**config.mk**
```make
export PLATFORM = sky130hd
export DESIGN_NAME = fetch_sequencer
export DESIGN_NICKNAME = d
export VERILOG_FILES = /design/src/rtl/cpu_pkg.sv /design/src/rtl/pc_reg.sv /design/src/rtl/fetch_sequencer.sv
export SDC_FILE = /design/constraint.sdc
export NUM_CORES = 1
export LEC_CHECK = 0
export CORE_MARGIN = 10
export CORE_UTILIZATION = 40
export DETAILED_ROUTE_END_ITERATION = 10
export GPL_ROUTABILITY_DRIVEN = 0
export HOLD_SLACK_MARGIN = 0.12
export PLACE_DENSITY = 0.87
export SYNTH_ARGS = -nofsm -noshare
export SYNTH_HDL_FRONTEND = slang
export SYNTH_SLANG_ARGS = --single-unit
```
**constraint.sdc**
```tcl
create_clock -name clk -period 3.2 [get_ports clk]
set_input_delay 0.96 -clock clk [delete_from_list [all_inputs] [get_ports clk]]
set_output_delay 0.96 -clock clk [all_outputs]
set_load 0.01 [all_outputs]
```
**src/rtl/cpu_pkg.sv**
```systemverilog
// Shared definitions for the accumulator CPU control path.
//   seqState_e    : fetch/sequence FSM states
//   PC_W_DEFAULT  : default program counter / instruction address width
//   PC_RESET      : PC value after reset
package cpu_pkg;

  localparam int unsigned PC_W_DEFAULT = 8;

  localparam logic [PC_W_DEFAULT-1:0] PC_RESET = '0;

  typedef enum logic [2:0] {
    StIdle,
    StFetch,
    StLoad,
    StExec,
    StHalted
  } seqState_e;

endpackage

```
**src/rtl/pc_reg.sv**
```systemverilog
// Program counter register.
//   clk     : clock, rising edge
//   reset   : synchronous active-high reset to PC_RESET
//   incEn   : advance PC by one (wraps modulo 2^PC_W)
//   loadEn  : load loadVal
//   loadVal : value to load
//   pc      : current PC
// Callers never assert incEn and loadEn together; load is given priority anyway.
module pc_reg
  import cpu_pkg::*;
#(
  parameter int unsigned PC_W = PC_W_DEFAULT
) (
  input  logic            clk,
  input  logic            reset,
  input  logic            incEn,
  input  logic            loadEn,
  input  logic [PC_W-1:0] loadVal,
  output logic [PC_W-1:0] pc
);

  logic [PC_W-1:0] pcQ;

  always_ff @(posedge clk) begin
    if (reset) begin
      pcQ <= PC_W'(PC_RESET);
    end else if (loadEn) begin
      pcQ <= loadVal;
    end else if (incEn) begin
      pcQ <= pcQ + PC_W'(1);
    end
  end

  assign pc = pcQ;

endmodule

```
**src/rtl/fetch_sequencer.sv**
```systemverilog
// Instruction fetch and sequencing for the accumulator CPU.
//   clk, reset           : clock and synchronous active-high reset
//   run                  : start/continue fetching, sampled at instruction boundaries
//   imem_req/addr/ack/data : instruction memory handshake (addr always equals pc)
//   instruction, LoadIR  : captured byte and one-cycle IR load strobe
//   exec_start/exec_done : execute controller handshake
//   jump_en, jump_cond, acc_zero, jump_target, halt : next-PC resolution, qualified by exec_done
//   pc, busy, halted     : status
// All control outputs are decoded from registered state, so no input reaches them
// combinationally.
module fetch_sequencer
  import cpu_pkg::*;
#(
  parameter int unsigned PC_W = PC_W_DEFAULT
) (
  input  logic            clk,
  input  logic            reset,
  input  logic            run,
  output logic            imem_req,
  output logic [PC_W-1:0] imem_addr,
  input  logic            imem_ack,
  input  logic [7:0]      imem_data,
  output logic [7:0]      instruction,
  output logic            LoadIR,
  output logic            exec_start,
  input  logic            exec_done,
  input  logic            jump_en,
  input  logic            jump_cond,
  input  logic            acc_zero,
  input  logic [PC_W-1:0] jump_target,
  input  logic            halt,
  output logic [PC_W-1:0] pc,
  output logic            busy,
  output logic            halted
);

  seqState_e stateQ;
  logic [7:0] instrQ;
  logic       execFirstQ;
  logic       pcInc;
  logic       jumpTaken;

  // Halt takes precedence, so a halting instruction never moves the PC.
  always_comb begin
    pcInc     = (stateQ == StLoad);
    jumpTaken = (stateQ == StExec) && exec_done && !halt && jump_en &&
                (!jump_cond || acc_zero);
  end

  pc_reg #(
    .PC_W(PC_W)
  ) u_pc_reg (
    .clk    (clk),
    .reset  (reset),
    .incEn  (pcInc),
    .loadEn (jumpTaken),
    .loadVal(jump_target),
    .pc     (pc)
  );

  always_ff @(posedge clk) begin
    if (reset) begin
      stateQ     <= StIdle;
      instrQ     <= 8'h00;
      execFirstQ <= 1'b0;
    end else begin
      execFirstQ <= 1'b0;
      unique case (stateQ)
        StIdle: begin
          if (run) stateQ <= StFetch;
        end
        StFetch: begin
          if (imem_ack) begin
            instrQ <= imem_data;
            stateQ <= StLoad;
          end
        end
        StLoad: begin
          stateQ     <= StExec;
          execFirstQ <= 1'b1;
        end
        StExec: begin
          if (exec_done) begin
            if (halt)     stateQ <= StHalted;
            else if (run) stateQ <= StFetch;
            else          stateQ <= StIdle;
          end
        end
        StHalted: begin
          stateQ <= StHalted;
        end
        default: begin
          stateQ <= StIdle;
        end
      endcase
    end
  end

  assign imem_req    = (stateQ == StFetch);
  assign imem_addr   = pc;
  assign instruction = instrQ;
  assign LoadIR      = (stateQ == StLoad);
  assign exec_start  = execFirstQ;
  assign busy        = (stateQ != StIdle) && (stateQ != StHalted);
  assign halted      = (stateQ == StHalted);

endmodule

```
==> results of run 1 <==
## final cells by class
cell class,count,area [um2]
fillers,226,918.4
repair buffers,53,530.5
multi-input cells,75,501.7
flip-flops and latches,20,400.4
well taps,30,37.54
clock buffers,4,36.28
inverters,2,7.507
## path summary, 6_finish.rpt
kind | endpoint | startpoint
worst max-delay path | LoadIR | stateQ[1]
worst min-delay path | instruction[2] | instruction[2]
worst max register to register | u_pc_reg.pc[4] | stateQ[1]
worst min register to register | instruction[2] | instruction[2]
## critical path, delay by kind of cell (launching register included)
kind / cells / cell delay [ns]
DFF: 1 / 0.43
and+or+nand+nor: 1 / 0.56
buffers and inverters: 2 / 0.80
## power breakdown
part,switching [uW],internal [uW]
Sequential,8.37,258
Clock,74.7,69.3
Combinational,38.3,62.9
Total,121,390
## routing by layer
layer	global-route usage [%]	vias up
li1	-	475
met1	11.28	434
met2	18.93	38
met3	7.062	2
met4	2.632	0
met5	0	-
## synth_stat cells
cell type / instances / share of area (%)
o211a_1: 1 / 1.0
o22ai_1: 1 / 0.63
a211oi_1: 4 / 3.0
nor2_1: 16 / 6.0
buf_2: 3 / 1.5
dfxtp_1: 20 / 40
and2b_2: 1 / 0.88
nand4_1: 2 / 1.3
nor3_1: 2 / 1.0
buf_1: 1 / 0.38
a2111oi_0: 1 / 0.88
buf_6: 1 / 1.1
nor4_1: 2 / 1.3
xor2_1: 2 / 1.8
and2_1: 1 / 0.63
nor3b_1: 2 / 1.5
buf_4: 8 / 6.0
ha_1: 1 / 1.3
nand3_1: 3 / 1.5
and4b_2: 1 / 1.1
a31o_2: 1 / 0.88
nor4_4: 1 / 2.1
a21oi_1: 7 / 3.5
mux2i_1: 8 / 8.0
inv_1: 1 / 0.38
nand4b_1: 1 / 0.88
nand2_1: 4 / 1.5
clkinv_1: 1 / 0.38
or2_2: 1 / 0.63
and4b_1: 1 / 1.0
a31oi_1: 2 / 1.3
nand2b_1: 3 / 1.9
xnor2_1: 2 / 1.8
or3b_1: 1 / 0.88
o211ai_1: 1 / 0.75
a22oi_1: 2 / 1.5
## cells by family (layout without fill, tap and decap cells)
group / Yosys count / count (layout)
buf+inv: 15 / 59
compound gates: 20 / 20
simple gates: 42 / 42
flops: 20 / 20
xor+xnor: 4 / 4
mux: 8 / 8
fa+ha+maj: 1 / 1
## per-stage QoR
| stage | area [um2] | std cells | hold WS (ns) |
|---|---|---|---|
| after floorplan | 999.7 | 110 | 0.4729 |
| after global placement | 1478 | 180 | 0.4715 |
| after detailed placement | 1478 | 180 | 0.4872 |
| after CTS | 1514 | 184 | 0.5200 |
| after global routing | 1514 | 184 | 0.5533 |
| final | 1514 | 184 | 0.5134 |
==> summary.md, run 1 <==
| Metric | Value |
|---|---|
| Global route overflow | 0 |
| Via density | 5.158 |
| Hold Path Depth | 2 |
| DIE WIDTH | 69.99 um |
| Max VDD drop | 0.2948 mV |
| Pwr Density | 338.0 mW/mm2 |
| # rows | 18 |
| Io pins | 54 |
| Max-slew violation count | 0 |
| Sequential fraction of the synthesis area | 40.05% |
| Post-Synthesis Net Count | 136 |
| Largest stage delay on the critical path | 0.57 ns |
| Status | complete, no violations |
| Total wire length | 2778 um |
| Vias in the first global route | 1004 |
| Core Area | 0.002432 mm2 |
| First-pass GRT wire length | 4767 um |
| Netlist cell types | 36 |
| Worst Clk Skew | 0.0004797 ns |
| Max Fclk | 327.8 MHz |
| Hold-fix buffers, CTS | 0 |
| CP startpoint kind | flip-flop |
| Clk slew on worst S/H paths | 0.11 ns |
| Number of I/O port buffers | 53 |
| Most frequent cells in the layout | clkdlybuf4s50_1 (53), dfxtp_1 (20), nor2_1 (16) |
| Post-Syn Area | 999.7 um2 |
| Worst skew pair latency | 0.29 ns |
| CP max FO | 11 |
| R2R Setup Slk | 1.36 ns |
| Worst slew margin | 53.13% |
| Max Used Layer | met4 |
| CTS Buf Count | 3 |
| Worst Tran Pin Value | 0.7008 ns |
| Metal2 WL | 1333 um |
| ANT nets after route | 0 |
| Pleak | 0.0005383 uW |
| Adder-cell share of the synthesized area | 1.252% |
| WS Path Type | flip-flop to output port |
| Setup repair after global routing missed its margin | no |
| CP cell instances | or3b_1 -> clkinv_1 -> clkdlybuf4s50_1 |
| Layout Utilization | 62.24% |
| Worst setup slack after placement | 0.4952 ns |
| Layout cell share with drive strength beyond 1 | 5.844% |
| Final setup fails | 0 |
| Hold crit path type | flip-flop to flip-flop |
| Clock root buffer | clkbuf_4 |
| Syn avg cell area | 9.088 um2 |
| Initial Util | 41.10% |
| Synth Area in Simple Gates | 24.03% |
| Largest family of logic cells by synthesized area | simple AND/OR/NAND/NOR gates |
| Die Ht | 69.99 um |
| YS warnings | 0 |
| R2R cell count | 5 |
| Setup TNS | 0 ns |
| Synthesized flop and latch total | 20 |
| Crit path arrival time | 2.09 ns |
| Largest net degree at the start of global routing | 22 |
| DP Wirelength | 2252 um |
| Vias | 949 |
| Initial antenna violation count | 0 |
| Nets | 181 |
| CTS tree | built |
| Setup Buffers After CTS | 0 |
| # Max-Cap Violations | 0 |
| Global-route usage over all layers | 11.18% |
| Crit path time final | 3.051 ns |
| Post_cts resized | 0 |
| Final Power | 511.7 uW |
| Area growth, synth to finish | 51.44% |
| Synth Area in XOR/XNOR | 3.504% |
| Cells after Synth | 110 |
| Max Root-Sink Buffers | 2 |
| Slowest CP cell | clkdlybuf4s50_1 |
| Tcrit/Tclk final | 95.33% |
| Commonest non-fill, non-tap cell in the layout | clkdlybuf4s50_1 |
| PnR worst setup slack | 0.1495 ns |
| Ant diodes | 0 |
| Total clock sinks | 20 |
| Worst path required time | 2.24 ns |
| Final Hold Viols | 0 |
| Initial DRC Count | 62 |
| H-tree levels | 1 |
| DRC errors left | 0 |
| M1 WL | 1070 um |
| Crit end category | output port |
| Die area | 0.004899 mm2 |
| Met3 wire length | 369 um |
| Initial DRT Pass Iterations | 4 |
| Routed len/inst | 15.10 um |
| Mux contribution to synthesized area | 8.010% |
| Compound-Gate Fraction of Synth Area | 13.39% |
Power figures use the tool's default switching activity.
==> inputs of run 2 (changes only) <==
- CORE_UTILIZATION: 40 -> 38
- CTS_CLUSTER_SIZE: default -> 28
- PLACE_DENSITY: 0.87 -> 0.84
- clock period: 3.2 -> 3.05 ns (I/O delays scaled with it)
==> summary.md, run 2 (synthesis gave the netlist of run 1 again) <==
| Metric | Value |
|---|---|
| Status | complete, no violations |
| Design Area, Final | 0.001545 mm2 |
| CP max FO | 8 |
| Layout filler cell count | 220 |
| Ant diodes | 0 |
| Routed len/inst | 15.73 um |
| CP cell instances | or3b_1 -> clkinv_1 -> clkdlybuf4s50_1 |
| Final Hold Viols | 0 |
| R2R Setup Slk | 1.35 ns |
| Via density | 5.145 |
| Core Area | 0.002500 mm2 |
| Sequential Area | 400.4 um2 |
| Final Power | 609.6 uW |
| DRC errors left | 0 |
| Worst path required time | 2.13 ns |
| Reg2reg start | stateQ[1] |
| CP Capture Point | LoadIR |
| Worst Tran Pin Value | 0.4932 ns |
| ANT nets after route | 0 |
| Setup TNS | 0 ns |
| Clock root buffer | clkbuf_4 |
| Crit path time final | 2.797 ns |
| Commonest non-fill, non-tap cell in the layout | clkdlybuf4s50_1 |
| Largest net degree at the start of global routing | 14 |
| Post_cts resized | 0 |
| Worst skew pair latency | 0.31 ns |
| Comb pwr share | 17.8% |
| DIE WIDTH | 71.29 um |
| Global route overflow | 0 |
| Largest stage delay on the critical path | 0.57 ns |
| Number of I/O port buffers | 53 |
| Clk pwr share | 36.3% |
| Placed Instances | 182 |
| Initial DRT Pass Iterations | 4 |
| Hold crit path type | flip-flop to flip-flop |
| CTS tree | built |
| Initial DRC Count | 36 |
| Die Ht | 71.29 um |
| Sw Ratio | 22.65% |
| Worst Clk Skew | 0.003653 ns |
| DP Area | 0.001493 mm2 |
| Stages on worst setup path | 3 |
| Crit path arrival time | 1.88 ns |
| R2R cell count | 5 |
| Nets | 183 |
| # Max-Cap Violations | 0 |
| Sequential power share | 45.9% |
| Tcrit/Tclk final | 91.72% |
| Slowest CP cell | clkdlybuf4s50_1 |
| Switching pwr | 138.0 uW |
| Most frequent cells in the layout | clkdlybuf4s50_1 (53), dfxtp_1 (20), nor2_1 (16) |
| Io pins | 54 |
| Crit end category | output port |
| Final setup fails | 0 |
| WS Path Type | flip-flop to output port |
| Multi-input logic area | 501.7 um2 |
| Global-route usage over all layers | 11.51% |
| First-pass GRT wire length | 4981 um |
| Clk slew on worst S/H paths | 0.12 ns |
| Max VDD drop | 0.3556 mV |
| Final cell count without fillers | 186 |
| Area growth, synth to finish | 54.57% |
| CP bufs+invs | 2 |
| CTS Buf Count | 3 |
| Max Fclk | 357.5 MHz |
| Worst reg2reg endpoint | u_pc_reg.pc[7] |
| Max Root-Sink Buffers | 2 |
| Total wire length | 2926 um |
| Initial antenna violation count | 0 |
| Internal power | 471.5 uW |
| Hold Slack | 0.5077 ns |
| Hold Path Depth | 2 |
| Pleak | 0.0005543 uW |
| Critical Path Source | stateQ[1] |
| Setup Buffers After CTS | 0 |
| Die area | 0.005082 mm2 |
| # rows | 18 |
| Pwr Density | 394.5 mW/mm2 |
| Vias | 957 |
| Hold-fix buffers, CTS | 0 |
| Initial Util | 39.99% |
| Worst slew margin | 67.02% |
| CP startpoint kind | flip-flop |
| H-tree levels | 1 |
| Vias in the first global route | 1026 |
| CP top delay family | buffers and inverters |
| Layout cell share with drive strength beyond 1 | 7.051% |
| DP Wirelength | 2353 um |
| Max-slew violation count | 0 |
| Setup repair after global routing missed its margin | no |
| Total clock sinks | 20 |
==> run 2: routing by layer <==
| metal | track usage, % | up-vias | wire length (um) |
|---|---|---|---|
| met3 | 3.306 | 4 | 187 |
| met4 | 3.871 | 0 | 51 |
| met5 | 0 | - | 0 |
| li1 | - | 478 | - |
| met1 | 12.15 | 447 | 1122 |
| met2 | 21.18 | 28 | 1564 |
==> run 2: worst min-delay path by stage <==
| stage | startpoint | to |
|---|---|---|
| global route | instruction[6] | instruction[6] |
| finish | instruction[3] | instruction[3] |
| floorplan | stateQ[2] | stateQ[0] |
| global placement | instruction[3] | instruction[3] |
| CTS | instruction[3] | instruction[3] |
| detailed placement | instruction[3] | instruction[3] |
==> run 2: worst min-delay path: cells and delay by family (launching register included) <==
family	cells	cell delay (ns)
DFF	1	0.35
muxes	1	0.06
and+or+nand+nor	1	0.07
==> run 2: layout make-up <==
class                      instances  area share (%)
inverter                           2          0.4858
multi-input combinational         75           32.47
timing repair buffer              55           35.30
tap                               30           2.429
sequential                        20           25.91
clock inverter                     1           1.943
clock buffer                       3           1.457
==> run 2: through the flow <==
step,utilization [%],setup slack [ns]
finish,61.81,0.2526
floorplan,-,1.224
global placement,59.71,0.4845
detailed placement,59.71,0.3985
global route,61.81,0.1508
CTS,61.81,0.2343
==> run 2: power groups by stage <==
stage                     combinational [uW]  sequential [uW]  clock, uW
after floorplan                         43.9              287          0
after global placement                   108              285          0
after detailed placement                 109              286          0
after CTS                                110              280        220
after global routing                     118              282        230
final                                    108              280        221
==> inputs of run 3 (changes only) <==
- CORE_UTILIZATION: 38 -> 40
- CTS_BUF_LIST: default -> sky130_fd_sc_hd__clkbuf_4 sky130_fd_sc_hd__clkbuf_8
- PLACE_DENSITY: 0.84 -> 0.87
==> summary.md, run 3 (synthesis gave the netlist of run 1 again) <==
| Metric | Value |
|---|---|
| Status | complete, no violations |
| CTS Buf Count | 3 |
| Initial DRC Count | 32 |
| Hold Slack | 0.5085 ns |
| Vias | 957 |
| Vias in the first global route | 1031 |
| Pleak | 0.0005473 uW |
| Sequential Area | 400.4 um2 |
| Pwr Density | 354.0 mW/mm2 |
| Clock root buffer | clkbuf_4 |
| Setup Buffers After CTS | 0 |
| Largest net degree at the start of global routing | 18 |
| CP startpoint kind | flip-flop |
| ANT nets after route | 0 |
| Post_cts resized | 0 |
| Worst path required time | 2.13 ns |
| Max Fclk | 360.7 MHz |
| DP Wirelength | 2311 um |
| Final Hold Viols | 0 |
| Initial Util | 41.10% |
| Nets | 183 |
| Crit path time final | 2.773 ns |
| Max VDD drop | 0.3100 mV |
| Total clock sinks | 20 |
| Final cell count without fillers | 186 |
| Io pins | 54 |
| # rows | 18 |
| Die Ht | 69.99 um |
| Hold crit path type | flip-flop to flip-flop |
| Max-slew violation count | 0 |
| CP max FO | 8 |
| Max Root-Sink Buffers | 2 |
| Placed Instances | 182 |
| Core Area | 0.002432 mm2 |
| R2R cell count | 5 |
| Crit path arrival time | 1.86 ns |
| Routed len/inst | 15.12 um |
| Via density | 5.145 |
| Worst slew margin | 59.61% |
| Commonest non-fill, non-tap cell in the layout | clkdlybuf4s50_1 |
| Hold-fix buffers, CTS | 0 |
| DP Area | 0.001493 mm2 |
| DRC errors left | 0 |
| Hold Path Depth | 2 |
| Setup TNS | 0 ns |
| CTS tree | built |
| Ant diodes | 0 |
| Final setup fails | 0 |
| Global route overflow | 0 |
| Number of I/O port buffers | 53 |
| Die area | 0.004899 mm2 |
| Most frequent cells in the layout | clkdlybuf4s50_1 (53), dfxtp_1 (20), nor2_1 (16) |
| Worst Clk Skew | 0.002206 ns |
| Tcrit/Tclk final | 90.91% |
| Setup repair after global routing missed its margin | no |
| Crit end category | output port |
| Worst Tran Pin Value | 0.6039 ns |
| Layout filler cell count | 232 |
| Worst skew pair latency | 0.29 ns |
| Total wire length | 2812 um |
| Initial DRT Pass Iterations | 4 |
| # Max-Cap Violations | 0 |
| Design Area, Final | 0.001529 mm2 |
| Final Power | 541.3 uW |
| First-pass GRT wire length | 4864 um |
| Global-route usage over all layers | 11.47% |
| Layout cell share with drive strength beyond 1 | 7.051% |
| DIE WIDTH | 69.99 um |
| H-tree levels | 1 |
| Multi-input logic area | 501.7 um2 |
| WS Path Type | flip-flop to output port |
| Initial antenna violation count | 0 |
| Area growth, synth to finish | 52.94% |
| Clk slew on worst S/H paths | 0.11 ns |
run 3: cell type report:
| class | count | area share [%] |
|---|---|---|
| Tap cell | 30 | 2.455 |
| Multi-Input combinational cell | 75 | 32.81 |
| Sequential cell | 20 | 26.19 |
| Clock buffer | 4 | 2.373 |
| Timing Repair Buffer | 55 | 35.68 |
| Inverter | 2 | 0.4910 |
run 3: stage by stage:
| stage | setup slack [ns] | utilization [%] |
|---|---|---|
| floorplan | 1.224 | - |
| global placement | 0.4809 | 61.37 |
| detailed placement | 0.4195 | 61.37 |
| CTS | 0.2605 | 62.86 |
| global route | 0.1541 | 62.86 |
| finish | 0.2773 | 62.86 |
run 3: report_power, final:
group	switching, uW	internal (uW)
sequential	8.96	271
combinational	40.1	67.8
clock	80.9	72.7
total	130	411
run 3: worst paths after layout:
| path | slack (ns) | start | endpoint |
|---|---|---|---|
| setup / recovery | 0.28 | stateQ[1] | LoadIR |
| hold / removal | 0.51 | instruction[7] | instruction[7] |
| setup reg to reg | 1.35 | stateQ[1] | u_pc_reg.pc[7] |
| hold reg to reg | 0.51 | instruction[7] | instruction[7] |
run 3: layer usage:
layer	part of all wire, %	wire, um	GRT usage, %
met3	12	343	6.215
met1	40	1112	12.02
met4	0.96	27	3.728
met5	0	0	0
met2	47	1328	19.13
run 3: critical path, cell delays in order, from the launching register on:
cell and delay [ns]:
dfxtp_1 0.44, or3b_1 0.39, clkinv_1 0.16, clkdlybuf4s50_1 0.57
